--- config.mk ---
export PLATFORM = sky130hd
export DESIGN_NAME = lwc_do_sink
export DESIGN_NICKNAME = d
export VERILOG_FILES = /design/src/rtl/lwc_host_pkg.sv /design/src/rtl/lwc_sync_fifo.sv /design/src/rtl/lwc_do_sink.sv
export SDC_FILE = /design/constraint.sdc
export NUM_CORES = 1
export LEC_CHECK = 0
export CAP_MARGIN = 20
export CORE_ASPECT_RATIO = 1.1
export CORE_MARGIN = 5
export CORE_UTILIZATION = 60
export DETAILED_ROUTE_END_ITERATION = 6
export GPL_ROUTABILITY_DRIVEN = 0
export PLACE_DENSITY = 0.79
export RECOVER_POWER = 25
export SKIP_LAST_GASP = 1
export SLEW_MARGIN = 0
export SYNTH_ARGS = -nofsm -noshare
export SYNTH_HDL_FRONTEND = slang
export SYNTH_HIERARCHICAL = 1
export SYNTH_SLANG_ARGS = --single-unit
--- constraint.sdc ---
create_clock -name clk -period 9.5 [get_ports clk]
set_input_delay 0.95 -clock clk [delete_from_list [all_inputs] [get_ports clk]]
set_output_delay 0.95 -clock clk [all_outputs]
set_load 0.01 [all_outputs]
--- src/rtl/lwc_host_pkg.sv ---
// ============================================================================
// lwc_host_pkg : shared constants and helpers for the host-side DO sink
// Rev 1.0
// ============================================================================
`default_nettype none

package lwc_host_pkg;

    localparam int HDR_TYPE_MSB = 31;
    localparam int HDR_LEN_W    = 16;

    localparam logic [3:0] STAT_SUCCESS = 4'hE;
    localparam logic [3:0] STAT_FAILURE = 4'hF;

    localparam logic [0:0] S_HDR  = 1'b0;
    localparam logic [0:0] S_DATA = 1'b1;

    // Byte length rounded up to whole 32-bit words; 0xFFFF still fits in 15 bits.
    function automatic logic [14:0] hdr_words(input logic [HDR_LEN_W-1:0] len);
        logic [HDR_LEN_W:0] sum;
        sum = {1'b0, len} + 17'd3;
        return sum[HDR_LEN_W:2];
    endfunction

    function automatic logic is_status(input logic [3:0] typ);
        return (typ == STAT_SUCCESS) || (typ == STAT_FAILURE);
    endfunction

endpackage

`default_nettype wire

--- src/rtl/lwc_sync_fifo.sv ---
// ============================================================================
// lwc_sync_fifo : single-clock first-word fall-through FIFO with flush
// Rev 1.0
// ============================================================================
`default_nettype none

module lwc_sync_fifo #(
    parameter int WIDTH = 33,
    parameter int DEPTH = 16
) (
    input  logic             clk,
    input  logic             rst_n,
    input  logic             flush_i,
    input  logic             push_i,
    input  logic [WIDTH-1:0] din_i,
    input  logic             pop_i,
    output logic [WIDTH-1:0] dout_o,
    output logic             full_o,
    output logic             empty_o
);

    localparam int AW = $clog2(DEPTH);

    logic [WIDTH-1:0] mem_q [DEPTH];
    logic [AW-1:0]    wr_ptr_q;
    logic [AW-1:0]    rd_ptr_q;
    logic [AW:0]      count_q;

    logic do_push;
    logic do_pop;

    assign full_o  = (count_q == (AW+1)'(DEPTH));
    assign empty_o = (count_q == '0);
    assign do_push = push_i && !full_o;
    assign do_pop  = pop_i && !empty_o;

    // Head is forced to zero when empty so stale storage never leaks out.
    assign dout_o = empty_o ? '0 : mem_q[rd_ptr_q];

    always_ff @(posedge clk or negedge rst_n) begin
        if (!rst_n) begin
            wr_ptr_q <= '0;
            rd_ptr_q <= '0;
            count_q  <= '0;
        end else if (flush_i) begin
            wr_ptr_q <= '0;
            rd_ptr_q <= '0;
            count_q  <= '0;
        end else begin
            if (do_push) begin
                wr_ptr_q <= wr_ptr_q + AW'(1);
            end
            if (do_pop) begin
                rd_ptr_q <= rd_ptr_q + AW'(1);
            end
            case ({do_push, do_pop})
                2'b10:   count_q <= count_q + (AW+1)'(1);
                2'b01:   count_q <= count_q - (AW+1)'(1);
                default: count_q <= count_q;
            endcase
        end
    end

    always_ff @(posedge clk) begin
        if (do_push && !flush_i) begin
            mem_q[wr_ptr_q] <= din_i;
        end
    end

endmodule

`default_nettype wire

--- src/rtl/lwc_do_sink.sv ---
// ============================================================================
// lwc_do_sink : host receiver for the LWC DO stream; parses headers, buffers
//               payload words and reports the trailing status word
// Rev 1.0
// ============================================================================
`default_nettype none

module lwc_do_sink
    import lwc_host_pkg::*;
#(
    parameter int BUSW       = 32,
    parameter int FIFO_DEPTH = 16
) (
    input  logic            clk,
    input  logic            rst,
    input  logic            clear,
    input  logic [BUSW-1:0] do_data,
    input  logic            do_valid,
    input  logic            do_last,
    output logic            do_ready,
    output logic [BUSW-1:0] out_data,
    output logic            out_seg_last,
    output logic            out_valid,
    input  logic            out_ready,
    output logic            done,
    output logic            pass,
    output logic            proto_err,
    output logic [7:0]      seg_cnt
);

    logic [0:0]  state_q, state_d;
    logic [14:0] wcnt_q,  wcnt_d;
    logic        done_q,  done_d;
    logic        pass_q,  pass_d;
    logic        perr_q,  perr_d;
    logic [7:0]  seg_q,   seg_d;

    logic            fifo_full;
    logic            fifo_empty;
    logic            fifo_push;
    logic [BUSW:0]   fifo_dout;
    logic            accept;
    logic [3:0]      w_type;
    logic [14:0]     w_words;

    // Ready depends only on state and FIFO level; held low throughout reset.
    assign do_ready  = rst && ((state_q == S_HDR) ? 1'b1 : !fifo_full);
    assign accept    = do_valid && do_ready && !clear;
    assign fifo_push = accept && (state_q == S_DATA);

    assign w_type  = do_data[HDR_TYPE_MSB -: 4];
    assign w_words = hdr_words(do_data[HDR_LEN_W-1:0]);

    lwc_sync_fifo #(
        .WIDTH (BUSW + 1),
        .DEPTH (FIFO_DEPTH)
    ) u_fifo (
        .clk     (clk),
        .rst_n   (rst),
        .flush_i (clear),
        .push_i  (fifo_push),
        .din_i   ({(wcnt_q == 15'd1), do_data}),
        .pop_i   (out_ready),
        .dout_o  (fifo_dout),
        .full_o  (fifo_full),
        .empty_o (fifo_empty)
    );

    always_comb begin
        state_d = state_q;
        wcnt_d  = wcnt_q;
        done_d  = 1'b0;
        pass_d  = pass_q;
        perr_d  = perr_q;
        seg_d   = seg_q;

        if (clear) begin
            state_d = S_HDR;
            wcnt_d  = '0;
            pass_d  = 1'b0;
            perr_d  = 1'b0;
            seg_d   = '0;
        end else if (accept) begin
            if (state_q == S_HDR) begin
                if (is_status(w_type)) begin
                    done_d = 1'b1;
                    pass_d = (w_type == STAT_SUCCESS);
                    if (!do_last) begin
                        perr_d = 1'b1;
                    end
                end else begin
                    // A header flagged last is still a header; it is counted and parsed.
                    seg_d = seg_q + 8'd1;
                    if (do_last) begin
                        perr_d = 1'b1;
                    end
                    if (w_words != '0) begin
                        wcnt_d  = w_words;
                        state_d = S_DATA;
                    end
                end
            end else begin
                wcnt_d = wcnt_q - 15'd1;
                if (do_last) begin
                    perr_d = 1'b1;
                end
                if ((wcnt_q == 15'd1) || do_last) begin
                    state_d = S_HDR;
                end
            end
        end
    end

    always_ff @(posedge clk or negedge rst) begin
        if (!rst) begin
            state_q <= S_HDR;
            wcnt_q  <= '0;
            done_q  <= 1'b0;
            pass_q  <= 1'b0;
            perr_q  <= 1'b0;
            seg_q   <= '0;
        end else begin
            state_q <= state_d;
            wcnt_q  <= wcnt_d;
            done_q  <= done_d;
            pass_q  <= pass_d;
            perr_q  <= perr_d;
            seg_q   <= seg_d;
        end
    end

    assign out_data     = fifo_dout[BUSW-1:0];
    assign out_seg_last = fifo_dout[BUSW];
    assign out_valid    = !fifo_empty;
    assign done         = done_q;
    assign pass         = pass_q;
    assign proto_err    = perr_q;
    assign seg_cnt      = seg_q;

endmodule

`default_nettype wire

==> results of run 1 <==
cell usage after synthesis, types with 2 or more instances:
master	n	area share (%)
o211ai_1	5	0.16
nor3_1	8	0.18
inv_1	12	0.20
o2111ai_1	2	0.077
nand4_1	10	0.27
a21oi_1	10	0.22
a211oi_1	2	0.066
nand2_1	27	0.44
a32o_1	4	0.18
xnor2_1	12	0.46
nand2b_1	4	0.11
buf_2	28	0.61
ha_1	10	0.55
nand3_1	13	0.29
nor4_1	10	0.27
or3_2	2	0.066
nor3b_2	2	0.11
nand4b_1	2	0.077
o21ai_0	20	0.44
dfrtp_1	40	4.4
mux4_2	132	13
or4_4	2	0.099
or4_1	2	0.066
and2_1	14	0.38
o311ai_0	2	0.077
and3_1	4	0.11
o22ai_1	37	1.0
mux2i_1	70	3.1
o211a_1	2	0.088
edfxtp_1	528	69
and4_1	2	0.077
xor2_1	17	0.65
or3_1	5	0.14
o41ai_1	2	0.077
clkbuf_1	25	0.41
a31oi_1	4	0.11
nor2_1	30	0.49
per-layer routing:
layer  global-route usage [%]  part of all wire [%]
met1                     32.0                    38
met2                     40.3                    52
met3                     3.99                   7.3
met4                     6.38                   2.8
met5                        0                     0
final timing paths:
kind,start,endpoint,depth (start not counted)
setup reg to reg,state_q,u_fifo/mem_q[1][14],7
hold / removal,proto_err,proto_err,2
hold reg to reg,proto_err,proto_err,2
setup / recovery,rst,u_fifo/mem_q[1][14],9
min in group asynchronous,rst,wcnt_q[1],2
max in group asynchronous,rst,u_fifo/rd_ptr_q[3],2
per-stage QoR:
stage	instance area [sq um]	hold slack [ns]	power [mW]
final	26000	0.525	6.05
after global routing	26000	0.549	6.28
after CTS	25900	0.461	6.09
after detailed placement	24200	0.494	3.97
after global placement	24200	0.499	3.96
after floorplan	22800	0.469	3.55
sequential cells by signal, indices dropped and copies added (netlist names):
register and flops:
done 1, u_fifo/mem_q 528, wcnt_q 15, pass 1, u_fifo/rd_ptr_q 4, u_fifo/wr_ptr_q 4
seg_cnt 8, state_q 1, proto_err 1, u_fifo/count_q 5
power groups by stage:
stage / clock network (mW) / logic [mW] / registers, mW
3_3_place_gp: 0 / 1.07 / 2.89
6_report: 2.12 / 1.11 / 2.82
2_1_floorplan: 0 / 0.734 / 2.82
3_5_place_dp: 0 / 1.08 / 2.89
4_1_cts: 2.15 / 1.10 / 2.84
5_1_grt: 2.26 / 1.20 / 2.82
cells by family (layout without fill, tap and decap cells):
family / Yosys count / count (layout) / synth area share [%]
flops: 568 / 568 / 73.9
mux: 203 / 203 / 16.2
simple gates: 149 / 149 / 3.71
compound gates: 104 / 104 / 3.23
buf+inv: 69 / 214 / 1.37
xor+xnor: 29 / 29 / 1.11
fa+ha+maj: 10 / 10 / 0.548
critical path: cells and delay by family:
kind | cells | cell delay (ns)
compound gates | 1 | 0.39
simple gates | 5 | 2.43
buf+inv | 3 | 2.03
cells in the final DEF, fill, tap and decap left out, types with 10 or more instances in the layout:
| cell type | n |
|---|---|
| edfxtp_1 | 528 |
| a21oi_1 | 10 |
| nand4_1 | 10 |
| inv_1 | 12 |
| clkbuf_16 | 53 |
| and2_2 | 12 |
| o21ai_0 | 20 |
| dlygate4sd3_1 | 16 |
| nand2_1 | 26 |
| xnor2_1 | 12 |
| nand3_1 | 13 |
| mux4_2 | 132 |
| xor2_1 | 17 |
| dfrtp_1 | 37 |
| buf_4 | 10 |
| clkinv_2 | 12 |
| o22ai_1 | 37 |
| ha_1 | 10 |
| mux2i_1 | 70 |
| clkdlybuf4s50_1 | 66 |
| clkbuf_1 | 15 |
| nor2_1 | 29 |
final cells by class:
cell class | count | area, sq um
Sequential cell | 568 | 16900
Tap cell | 500 | 626
Multi-Input combinational cell | 495 | 5690
Fill cell | 2351 | 11900
Timing Repair Buffer | 104 | 1050
Clock inverter | 34 | 378
Inverter | 13 | 48.8
Clock buffer | 63 | 1360
==> results.md, run 1 <==
* I/O pins at 84
* First-pass GRT wire length at 74500 um
* Mapped Nets at 1180
* RSZ-0062 raised after global routing: false
* Sw power at 1.50 mW
* TNS Setup at 0 ns
* Core area at 37900 sq um
* Post-CTS Setup Repair Bufs at 0
* Number of nets in the layout at 1283
* Sequential group share of total power at 46.5%
* Die Width at 196 um
* VDD IR max at 169 uV
* Vias per cell at 6.49
* Hold Buf Count CTS at 0
* HP Class: reg -> reg
* Layout cells sized above 1 at 21.2%
* Synthesized instance count at 1132
* Crit Path Category: in -> reg
* DRC viols at 0
* Count of final setup violators at 0
* Worst skew pair latency at 0.57 ns
* GRT Total Usage at 23.5%
* PortBufs at 83
* Crit start category: input pin
* CTS buffer count at 53
* Post-layout worst setup margin at 3.83 ns
* Crit-path max cell delay at 1.69 ns
* Fmax at 176 MHz
* Max cap viols at 1
* CP endpoint kind: flip-flop
* Vias in the first global route at 12100
* Hold Fails Final Rpt at 0
* CP max FO at 44
* Die ar. at 42000 sq um
* Logic pwr share at 18.4%
* Synth Register Bits at 568
* Fin Clk Skew at 0.0193 ns
* Initial Util at 60.2%
* Layout Cells excl Fill at 1777
* Final core occ at 68.6%
* ANT cells at 0
* Via Count at 11500
* Mapped cell area at 22800 sq um
* DRT iter0 DRCs at 961
* Pre-antenna DRT Iters at 5
* Place WS at 4.69 ns
* Number of flops mapped to enable cells by yosys at 528
* Root Buffer: clkbuf_16
* # rows at 75
* Total Routed Length at 48800 um
* Period minus WS final at 5.67 ns
* Worst Max-Slew Pin Slew at 2.40 ns
* Syn Area/Cell at 20.2 sq um
* Sw Share at 24.8%
* Main synth FF type: edfxtp_1
* Post-synth cell types at 68
* Final ANT Viol Nets at 0
* Level count of the clock H-tree at 2
* HPWL Detailed at 24700 um
* Leakage at 8.08 nW
* Initial antenna violation count at 0
* R2R setup slack at 5.30 ns
* Outcome: finished with violations
* Placed cells at 1673
* CTS Buffer Depth at 3
* CTS tree: done
* Die height at 215 um
* Failing checks: capacitance limit, slew limit
* Async set or reset register ratio after synthesis at 7.04%
* Slowest cell on crit path: clkbuf_1
* Largest net degree at the start of global routing at 75
* Yosys warns at 6
* Clock power share at 35.1%
* Pwr/cell area at 233 nW/um^2
* Sequential share of the synthesized area at 73.9%
* CTS clk-pin slew, worst paths at 0.06 ns
* Fin. max-slew vios at 45
* CTS resizes at 0
* Final period util at 59.6%
* WL/cell at 27.5 um
* Remaining Overflow, GRT at 0
* Worst relative slew slack at -59.7%
* Worst path required time at 9.68 ns
* Layout area overhead at 14.1%
* CP cell instances: buf_2 -> clkbuf_1 -> nand2_1 -> and4b_4 -> nand2_2 -> inv_1 -> a21boi_4 -> nor4b_1 -> and2_2
* Cell internal pwr at 4.55 mW
* Crit path arrival time at 5.85 ns
* CTS Sinks at 568
(Power assumes the default switching activity.)
==> run 2, diff against run 1 <==
==> constraint.sdc (replaced) <==
create_clock -name clk -period 5.7 [get_ports clk]
set_input_delay 0.57 -clock clk [delete_from_list [all_inputs] [get_ports clk]]
set_output_delay 0.57 -clock clk [all_outputs]
set_load 0.01 [all_outputs]
==> run 2 against run 1 <==
Effect of this change:
- the flow still finishes with violations (capacitance limit, slew limit)
- critical path type is now reg -> out
- register-to-register slack lost 3.8 ns
- via count increased by 0.50%
- clock-buffer cell count grew 6
- cell count fell by 0.28%
- sequential power increased by 67%
- critical path depth decreased by 4
- largest cell class unchanged
- hold slack worse by 0.022 ns
==> results.md, run 2 (same netlist as run 1, synthesis figures left out) <==
* Leakage at 7.99 nW
* Slowest cell on crit path: nand2b_2
* Period minus WS final at 4.20 ns
* Die ar. at 42000 sq um
* GRT Total Usage at 23.1%
* # rows at 75
* DRC viols at 0
* Pre-antenna DRT Iters at 7
* I/O pins at 84
* Fin Clk Skew at 0.0162 ns
* Hold Crit Start: proto_err
* ANT cells at 0
* Crit-path max cell delay at 0.83 ns
* Worst relative slew slack at -58.0%
* RSZ-0062 raised after global routing: false
* Via Count at 11600
* HPWL Detailed at 26000 um
* WL/cell at 27.1 um
* CP max FO at 33
* TNS Setup at 0 ns
* PortBufs at 83
* CP endpoint kind: output pin
* Core area at 37900 sq um
* CTS Buffer Depth at 3
* Final period util at 73.7%
* Largest net degree at the start of global routing at 69
* CTS tree: done
* CTS clk-pin slew, worst paths at 0.06 ns
* Outcome: finished with violations
* Number of nets in the layout at 1283
* Level count of the clock H-tree at 2
* Crit path arrival time at 3.63 ns
* Crit start category: flip-flop
* Worst r2r dst: u_fifo/mem_q[2][12]
* Fmax at 238 MHz
* Worst path required time at 5.13 ns
* Post-CTS Setup Repair Bufs at 0
* Most frequent cells in the layout: edfxtp_1, mux4_2, mux2i_1
* VDD IR max at 259 uV
* Count of final setup violators at 0
* HP Class: reg -> reg
* Layout cells sized above 1 at 20.2%
* Failing checks: capacitance limit, slew limit
* Reg2reg path depth at 7
* Pwr/cell area at 382 nW/um^2
* Layout area overhead at 13.4%
* Final ANT Viol Nets at 0
* Worst min-delay path endpoint: proto_err
* Initial Util at 60.2%
* Crit path max-delay family: simple AND/OR/NAND/NOR gates
* Root Buffer: clkbuf_16
* CP cell instances: nor4_2 -> nand2b_2 -> nand2b_2 -> o22ai_1 -> clkdlybuf4s50_1
* Biggest register: u_fifo/mem_q
* CP dominant cell by count: nand2b_2
* R2R setup slack at 1.52 ns
* Die height at 215 um
* Hold Fails Final Rpt at 0
* CTS resizes at 0
* Worst Max-Slew Pin Slew at 2.37 ns
* Hold Buf Count CTS at 0
* Die Width at 196 um
* Largest register FFs at 528
* DRT iter0 DRCs at 1220
* FF-to-FF Start: state_q
* Hold Path Cell Cnt at 2
* Commonest non-fill, non-tap cell in the layout: edfxtp_1
* Vias in the first global route at 11900
* Total Routed Length at 48100 um
* Vias per cell at 6.54
* Initial antenna violation count at 1
* Worst skew pair latency at 0.58 ns
* Fin. max-slew vios at 44
* Remaining Overflow, GRT at 0
* Final core occ at 68.3%
* Crit Path Category: reg -> out
* Buffers and inverters on the worst path at 1
* CTS buffer count at 54
* Max cap viols at 1
* CTS Sinks at 568
* First-pass GRT wire length at 73600 um
==> run 2: cell count changes in the layout (fill, tap and decap cells not counted), sizes merged <==
| cell | delta |
|---|---|
| clkbuf | +7 |
| dlygate4sd3 | +1 |
| buf | -2 |
| clkinv | -5 |
| clkdlybuf4s50 | -1 |
| bufinv | -5 |
==> run 2: cell type report <==
type	instances	area (sq um)
inverter	13	48.8
multi-input combinational	495	5690
tap	500	626
sequential	568	16900
timing repair buffer	103	1030
clock inverter	24	194
fill	2336	12000
clock buffer	69	1430
==> run 2: through the flow <==
stage	worst slack [ns]	std cells	power (mW)	hold WS [ns]	instance area, sq um
floorplan	0.181	1132	5.92	0.274	22800
detailed placement	1.16	1677	6.66	0.485	24300
finish	1.50	1772	9.89	0.503	25900
CTS	1.50	1770	9.96	0.143	25900
global route	1.20	1772	10.3	0.550	25900
global placement	1.38	1676	6.64	0.488	24200
==> run 2: worst register-to-register path: cells and delay by family, from the launching register on <==
family | cells | cell delay, ns
simple gates | 5 | 2.13
flops | 1 | 0.99
compound gates | 1 | 0.41
buf+inv | 1 | 0.25
==> run 2: report_power, final <==
part	internal [mW]	total, mW	switching [mW]
registers	4.58	4.71	0.121
logic	0.936	1.86	0.922
clock network	1.89	3.32	1.43
==> run 2: worst max-delay path by stage <==
stage | start | endpoint | cells past startpoint
floorplan | u_fifo/count_q[0] | u_fifo/mem_q[3][0] | 9
global placement | do_data[29] | u_fifo/mem_q[8][14] | 9
detailed placement | do_data[29] | u_fifo/mem_q[2][18] | 8
CTS | u_fifo/rd_ptr_q[0] | out_data[4] | 5
global route | state_q | u_fifo/mem_q[2][6] | 7
finish | u_fifo/count_q[1] | out_data[3] | 5
==> run 2: routing by layer <==
layer | GRT usage [%] | up-vias | part of all wire [%]
li1 | - | 4893 | -
met1 | 34.2 | 6070 | 40
met2 | 37.8 | 557 | 51
met3 | 3.00 | 64 | 7.2
met4 | 5.35 | 0 | 1.8
met5 | 0 | - | 0
